`src/rtl/llc_ctrl_regs_gen_pkg.sv`:
```
// rtl/llc_ctrl_regs_gen_pkg.sv - shared LLC control-register types and flush FSM state encoding
package llc_ctrl_regs_gen_pkg;

  localparam int LLC_DEF_N_SETS = 256;
  localparam int LLC_DEF_N_WAYS = 16;
  localparam int LLC_DEF_N_MSHR = 16;

  typedef logic [$clog2(LLC_DEF_N_SETS)-1:0]   llc_set_t;
  typedef logic [$clog2(LLC_DEF_N_WAYS)-1:0]   llc_way_t;
  typedef logic [$clog2(LLC_DEF_N_MSHR+1)-1:0] mshr_cnt_t;

  typedef enum logic [1:0] {
    FLUSH_IDLE = 2'd0,
    FLUSH_WALK = 2'd1,
    FLUSH_DONE = 2'd2
  } llc_flush_state_t;

endpackage

```
`src/rtl/llc_ctrl_regs_gen_flush_walker.sv`:
```
// rtl/llc_ctrl_regs_gen_flush_walker.sv - flush walker FSM visiting every set/way over valid/ready
// Optional abort input when LLC_FLUSH_ABORT_EN is defined.
module llc_flush_walker
  import llc_ctrl_regs_gen_pkg::*;
#(
  parameter int N_SETS = 256,
  parameter int N_WAYS = 16
) (
  input  logic                      clk,
  input  logic                      rst,
  input  logic                      flush_start,
`ifdef LLC_FLUSH_ABORT_EN
  input  logic                      flush_abort,
`endif
  input  logic                      flush_req_ready,
  output logic                      flush_busy,
  output logic                      flush_req_valid,
  output logic [$clog2(N_SETS)-1:0] flush_req_set,
  output logic [$clog2(N_WAYS)-1:0] flush_req_way,
  output logic                      flush_done
);

  localparam int SW = $clog2(N_SETS);
  localparam int WW = $clog2(N_WAYS);
  localparam logic [SW-1:0] SET_LAST = SW'(N_SETS - 1);
  localparam logic [WW-1:0] WAY_LAST = WW'(N_WAYS - 1);

  llc_flush_state_t state_q, state_d;
  logic [SW-1:0]    set_q, set_d;
  logic [WW-1:0]    way_q, way_d;
  logic             abort;

`ifdef LLC_FLUSH_ABORT_EN
  assign abort = flush_abort;
`else
  assign abort = 1'b0;
`endif

  always_ff @(posedge clk or negedge rst) begin
    if (!rst) begin
      state_q <= FLUSH_IDLE;
      set_q   <= '0;
      way_q   <= '0;
    end else begin
      state_q <= state_d;
      set_q   <= set_d;
      way_q   <= way_d;
    end
  end

  always_comb begin
    state_d         = state_q;
    set_d           = set_q;
    way_d           = way_q;
    flush_busy      = 1'b0;
    flush_req_valid = 1'b0;
    flush_done      = 1'b0;
    case (state_q)
      FLUSH_IDLE: begin
        if (flush_start) begin
          state_d = FLUSH_WALK;
          set_d   = '0;
          way_d   = '0;
        end
      end
      FLUSH_WALK: begin
        flush_busy      = 1'b1;
        flush_req_valid = 1'b1;
        // An abort wins over advancing; a coincident handshake is still taken as accepted.
        if (abort) begin
          state_d = FLUSH_DONE;
          set_d   = '0;
          way_d   = '0;
        end else if (flush_req_ready) begin
          if (way_q == WAY_LAST) begin
            way_d = '0;
            if (set_q == SET_LAST) begin
              state_d = FLUSH_DONE;
              set_d   = '0;
            end else begin
              set_d = set_q + SW'(1);
            end
          end else begin
            way_d = way_q + WW'(1);
          end
        end
      end
      FLUSH_DONE: begin
        flush_busy = 1'b1;
        flush_done = 1'b1;
        state_d    = FLUSH_IDLE;
      end
      default: state_d = FLUSH_IDLE;
    endcase
  end

  assign flush_req_set = set_q;
  assign flush_req_way = way_q;

endmodule

```
`src/rtl/llc_ctrl_regs_gen.sv`:
```
// rtl/llc_ctrl_regs_gen.sv - LLC control registers: MSHR credit counter, stall flags, flush walker
// Optional flush_abort port when LLC_FLUSH_ABORT_EN is defined.
module llc_ctrl_regs_gen
  import llc_ctrl_regs_gen_pkg::*;
#(
  parameter int N_MSHR  = 16,
  parameter int N_SETS  = 256,
  parameter int N_WAYS  = 16,
  parameter int N_FLAGS = 4
) (
  input  logic                         clk,
  input  logic                         rst,
  input  logic                         alloc_mshr,
  input  logic                         free_mshr,
  output logic [$clog2(N_MSHR+1)-1:0]  mshr_cnt,
  output logic                         mshr_avail,
  output logic                         mshr_err,
  input  logic [N_FLAGS-1:0]           flag_set,
  input  logic [N_FLAGS-1:0]           flag_clr,
  output logic [N_FLAGS-1:0]           flags,
  input  logic                         flush_start,
`ifdef LLC_FLUSH_ABORT_EN
  input  logic                         flush_abort,
`endif
  output logic                         flush_busy,
  output logic                         flush_req_valid,
  input  logic                         flush_req_ready,
  output logic [$clog2(N_SETS)-1:0]    flush_req_set,
  output logic [$clog2(N_WAYS)-1:0]    flush_req_way,
  output logic                         flush_done
);

  localparam int CW = $clog2(N_MSHR + 1);
  localparam logic [CW-1:0] MSHR_MAX = CW'(N_MSHR);

  logic [CW-1:0]      cnt_q, cnt_d;
  logic               err_q, err_d;
  logic [N_FLAGS-1:0] flags_q, flags_d;

  always_ff @(posedge clk or negedge rst) begin
    if (!rst) begin
      cnt_q   <= MSHR_MAX;
      err_q   <= 1'b0;
      flags_q <= '0;
    end else begin
      cnt_q   <= cnt_d;
      err_q   <= err_d;
      flags_q <= flags_d;
    end
  end

  // Simultaneous alloc+free cancels out, so it can never over/underflow.
  always_comb begin
    cnt_d = cnt_q;
    err_d = err_q;
    case ({alloc_mshr, free_mshr})
      2'b10: begin
        if (cnt_q == '0) err_d = 1'b1;
        else             cnt_d = cnt_q - CW'(1);
      end
      2'b01: begin
        if (cnt_q == MSHR_MAX) err_d = 1'b1;
        else                   cnt_d = cnt_q + CW'(1);
      end
      default: ;
    endcase
    flags_d = (flags_q | flag_set) & ~flag_clr;
  end

  assign mshr_cnt   = cnt_q;
  assign mshr_avail = (cnt_q != '0);
  assign mshr_err   = err_q;
  assign flags      = flags_q;

  llc_flush_walker #(
    .N_SETS (N_SETS),
    .N_WAYS (N_WAYS)
  ) u_flush_walker (
    .clk             (clk),
    .rst             (rst),
    .flush_start     (flush_start),
`ifdef LLC_FLUSH_ABORT_EN
    .flush_abort     (flush_abort),
`endif
    .flush_req_ready (flush_req_ready),
    .flush_busy      (flush_busy),
    .flush_req_valid (flush_req_valid),
    .flush_req_set   (flush_req_set),
    .flush_req_way   (flush_req_way),
    .flush_done      (flush_done)
  );

endmodule

```
`config.mk`:
```
export PLATFORM = sky130hd
export DESIGN_NAME = llc_ctrl_regs_gen
export DESIGN_NICKNAME = d
export VERILOG_FILES = /design/src/rtl/llc_ctrl_regs_gen_pkg.sv /design/src/rtl/llc_ctrl_regs_gen_flush_walker.sv /design/src/rtl/llc_ctrl_regs_gen.sv
export SDC_FILE = /design/constraint.sdc
export NUM_CORES = 1
export LEC_CHECK = 0
export CAP_MARGIN = 20
export CORE_MARGIN = 5
export CORE_UTILIZATION = 43
export CTS_CLUSTER_SIZE = 14
export DETAILED_ROUTE_END_ITERATION = 6
export HOLD_SLACK_MARGIN = 0.15
export PLACE_DENSITY_LB_ADDON = 0.05
export SYNTH_ARGS = -nofsm -noshare
export SYNTH_HDL_FRONTEND = slang
export SYNTH_SLANG_ARGS = --single-unit
export TNS_END_PERCENT = 30
```
`constraint.sdc`:
```
create_clock -name clk -period 2.55 [get_ports clk]
set_clock_uncertainty 0.15 [all_clocks]
set_input_delay 0.51 -clock clk [delete_from_list [all_inputs] [get_ports clk]]
set_output_delay 0.51 -clock clk [all_outputs]
set_load 0.05 [all_outputs]
```
Word level (Yosys, flattened, before mapping)
Index checks and enable logic that the tools add are counted.
Cells by class
  add/subtract/negate cells: 4
  eq/ne operators: 15
  mux-type cells: 23
  bitwise gates (word level): 3
  reductions and logical operators: 11
Operators with widths (count)
  two-way mux 8 bit: 4
  one-hot mux 8 bit (2 select lines): 1
  two-way mux 4 bit: 3
  != test 2 bit (second input constant): 6
  two-way mux 5 bit: 2
  one-hot mux 5 bit (2 select lines): 1
  AND reduction 3 bit: 3
  adder 8 x 1 -> 8 bit (second input constant): 1
  equality test 8 bit (second input constant): 1
  two-way mux 2 bit: 4
  one-hot mux 4 bit (2 select lines): 1
  AND reduction 4 bit: 2
  adder 5 x 1 -> 5 bit (second input constant): 1
  equality test 5 bit (second input constant): 1
  zero test 5 bit: 1
  two-way mux 1 bit: 5
  nonzero test 5 bit: 1
  subtractor 5 x 1 -> 5 bit (second input constant): 1
  adder 4 x 1 -> 4 bit (second input constant): 1
  bitwise AND 4 bit: 1
  equality test 2 x 1 -> 1 bit (second input constant): 2
  equality test 2 bit (second input constant): 2
  equality test 4 bit (second input constant): 1
  != test 2 x 1 -> 1 bit (second input constant): 2
  other kinds (7): 8
Word-level totals
  bits in registers: 24
  word-level logic and storage cells: 62

Depth between registers and ports, before layout
  depth after elaboration: 5
  mapped depth: 9
  mapped depth without buffers: 8

Hierarchy
From an unflattened synthesis, not the netlist that was laid out.
Unflattened totals
  cells, all modules: 174
  area, all modules: 1671.6 um^2
By module, submodules not included
  llc_flush_walker: instances 1, cells an instance 98, area an instance 965.9 um^2
  llc_ctrl_regs_gen: instances 1, cells an instance 76, area an instance 705.7 um^2

Least setup slack after synthesis
No wires, ideal clock.
  path kind: input -> register
  start point: input alloc_mshr
  end point: register cnt_q[4], in the netlist mshr_cnt[4]
  library setup time: 75 ps
  arrival: 2141 ps
  setup slack: 185 ps
  stages on the path: 9
  buffers on the path: 1
  cells stage by stage: inv_1 -> ha_1 -> buf_6 -> xnor2_1 -> ha_1 -> o21ba_2 -> o2111ai_1 -> mux2_2 -> o211ai_2
Between the ends
  word-level cells in the longest chain between the ends: 3
Ends and longest elaborated chain
  from (decl): RTL line llc_ctrl_regs_gen.sv:13  | input logic alloc_mshr,
  equality test 2 x 1 -> 1 bit or equality test 2 bit (tied branches): RTL line llc_ctrl_regs_gen.sv:56  | case ({alloc_mshr, free_mshr})
  != test 2 bit (no source line) or nonzero test 2 bit (tied branches)
  AND reduction 3 bit (no source line)
  to (signal assigned): RTL line llc_ctrl_regs_gen.sv:46  | cnt_q <= cnt_d;
  to (decl): RTL line llc_ctrl_regs_gen.sv:36  | logic [CW-1:0] cnt_q, cnt_d;
Parallel ways exist; a longest one is shown, timed or not.
A chain may end at the register's enable or synchronous reset.

Final worst setup path
Ends and elaborated chain as after synthesis.

==> summary.txt <==
Clock tree
  – CTS clk-pin slew, worst paths: about 0.13 ns
  – TritonCTS buffer count: 3
  – CTS root buf: clkbuf_4
  – CTS resizes: 0
  – TritonCTS clock tree: yes
  – Post-CTS setup buffers: 0
  – Clk Latency, worst-skew pair: ~0.32 ns
  – Htree depth: 1
  – CTS Sinks: 24
  – Buffer depth of the longest clock path: 2
  – # hold bufs at CTS: 0

Cells and area
  – Layout Area Growth over Synthesis: 35.3%
  – FILL cells: ~300
  – Share of layout cells above drive strength 1: 0.143
  – Ant diodes: 0
  – FF/Latch Area: 602 um^2
  – Non-Filler Instances: roughly 260
  – Core Util, Final: 0.619
  – Footprint of the multi-input gates: a little under 900 um^2
  – Fin nets: approximately 240

Floorplan
  – Placeable Area: around 3400 um^2
  – Die ar.: between 4000 and 5000 um^2
  – I/O pin cnt: 40
  – FP Rows: 21
  – Die height: around 70 um
  – Starting density of the core: 0.457
  – Die Wd: ~70 um

Drt
  – Starting DRT DRC Count: 65
  – Initial DRT Pass Iterations: 4
  – Antenna viol nets, final: 0
  – WL per Instance: 14.2 um
  – Vias: roughly 1400
  – Total length of routed wires: roughly 3.6 mm
  – Drt via density: about 5.6
  – DRC violations left: 0

GRT
  – Total GRT Usage: 0.155
  – First-pass GRT wire length: around 6.4 mm
  – Initial antenna violation count: 0
  – Vias in the first global route: 1450
  – Grt ovf: 0
  – Largest net degree at the start of global routing: 25

Logic synthesis
  – Post-Syn Nets: ~190
  – Post-synth EDFFs: 0
  – Area of the mapped netlist: 1560 um^2
  – Yosys cell types: 55
  – Async S/R FF share, synth: 1.00
  – Synth top area share: 0.369
  – Register bit total from synthesis: 24
  – Top_reg_cell synth: dfrtp_1
  – Synthesized instance count: 161
  – Syn_area_per_cell: roughly 9.7 um^2
  – Largest cells by area after synthesis: dfrtp_1, ha_1, o21ai_0, nand2_1, nand3_1
  – Register area share after synthesis: 0.385
  – Post-synth top area cell: dfrtp_1
  – Ys Warns: 0

Outcome
  – Status: complete, no violations

Place
  – Gpl congestion: 0.815
  – Post-DP HPWL: approximately 2.7 mm
  – Port bufs: 39
  – Placed cell count: approximately 250

Power
  – Worst VDD drop: between 0.0006 and 0.0007 V
  – Power density over cell area: around 1100 nW/um^2
  – Pleak: just under 0.9 nW
  – Total Power: approximately 2.4 mW

Worst setup path
  – Worst r2r dst: mshr_cnt[4]$_DFFE_PN1P_
  – RR Startpoint: mshr_cnt[1]$_DFFE_PN0P_
  – R2R cell count: 6
  – CP Class: in -> reg
  – Worst reg-to-reg setup slack: 0.42 ns
  – WP data arrival: ~2.6 ns
  – Crit Path Max Fanout: 2
  – Worst setup path start: alloc_mshr
  – Startpoint types: primary input
  – CP endpoint kind: register
  – CP required: approximately 2.7 ns

Worst hold path
  – Worst Hold Path EP: mshr_err$_DFFE_PN0P_
  – Hold Startpoint: mshr_err$_DFFE_PN0P_
  – Hold Crit Depth: 1
  – HP Class: reg -> reg

Timing
  – Final Hold Viols: 0
  – RSZ-0062 raised after global routing: no
  – Fmax: ~400 MHz
  – Tightest Pin Transition: 0.580 ns
  – Max_slew headroom: 0.613
  – Minimum clock period: about 2.5 ns
  – Fin. max-slew vios: 0
  – Hold_ws: approximately 0.35 ns
  – Setup violators final: 0
  – Tcrit/Tclk final: 0.972

Flow run
  – Max-cap violations: 0
==> Yosys cell counts, types with 3 or more instances <==
cell,number
inv_1,11
nand2_1,13
nand3_1,9
and2_1,3
ha_1,11
o21ai_0,11
dfrtp_1,23
nand2b_1,5
nor2_1,12
nor2b_1,3
==> worst max-delay path: stages <==
cell             delay, ns
clkdlybuf4s50_1       0.47
inv_1                 0.06
ha_1                  0.21
xnor2_1               0.13
ha_1                  0.20
o21ba_2               0.20
o2111ai_1             0.25
mux2_2                0.39
o211ai_2              0.16
==> flip-flops by register name, summed over array words and instances (netlist names) <==
| register | cells |
|---|---|
| u_flush_walker.flush_req_set | 8 |
| mshr_err | 1 |
| u_flush_walker.state_q | 2 |
| u_flush_walker.flush_req_way | 4 |
| mshr_cnt | 5 |
| flags | 4 |
==> metal layers <==
metal  vias up  wire length [um]  global-route usage
met5         -                 0                   0
met4         0                56              0.0489
met3         8               286              0.0516
met2        65              1680               0.248
met1       669              1610               0.197
li1        690                 -                   -
==> final cells by class <==
type                       count  share of cell area
clock buffer                   3              0.0107
sequential                    24               0.285
clock inverter                 1              0.0142
tap                           46              0.0272
inverter                      11              0.0195
timing repair buffer          49               0.224
multi-input combinational    122               0.420
==> how the worst max path moves through the flow <==
stage / to / slack [ns] / cells past startpoint
detailed placement: mshr_cnt[4]$_DFFE_PN1P_ / -0.27 / 9
floorplan: mshr_cnt[4]$_DFFE_PN1P_ / 0.18 / 9
finish: mshr_cnt[4]$_DFFE_PN1P_ / 0.07 / 9
global placement: mshr_cnt[4]$_DFFE_PN1P_ / -0.18 / 9
CTS: flush_done / 0.06 / 3
global route: mshr_cnt[4]$_DFFE_PN1P_ / 0.002 / 9
==> kinds of logic (layout without fill, tap and decap cells) <==
kind of cell | count (synthesis) | count (layout) | share of synthesized area
and+or+nand+nor | 62 | 62 | 0.217
DFF | 24 | 24 | 0.385
AOI/OAI and AO/OA | 42 | 42 | 0.216
buffers and inverters | 15 | 64 | 0.0465
xor gates and xnor gates | 3 | 3 | 0.0168
adders and majority gates | 11 | 11 | 0.0881
muxes | 4 | 4 | 0.0304
==> where the power goes <==
part           leakage, nW  total [mW]  switching, mW  internal, mW
clock               0.0279       0.280          0.121         0.159
sequential           0.307       0.640          0.158         0.482
combinational        0.551        1.46          0.894         0.564
total                0.886        2.38           1.17          1.20
==> cell usage in the layout, fill, tap and decap left out, types with 5 or more instances in the layout <==
cell type and count:
clkdlybuf4s50_1 35, buf_4 12, inv_1 11, nor2_1 12
nand2_1 13, o21ai_0 11, nand2b_1 5, ha_1 11
nand3_1 9, dfrtp_1 23
==> per-stage QoR <==
stage               TNS [ns]  area [um^2]  worst slack [ns]
global placement      -0.213         2060            -0.182
floorplan                  0         1560             0.185
finish                     0         2110            0.0723
global route               0         2110           0.00224
detailed placement    -0.361         2060            -0.269
CTS                        0         2110            0.0618
(Power assumes the default switching activity.)
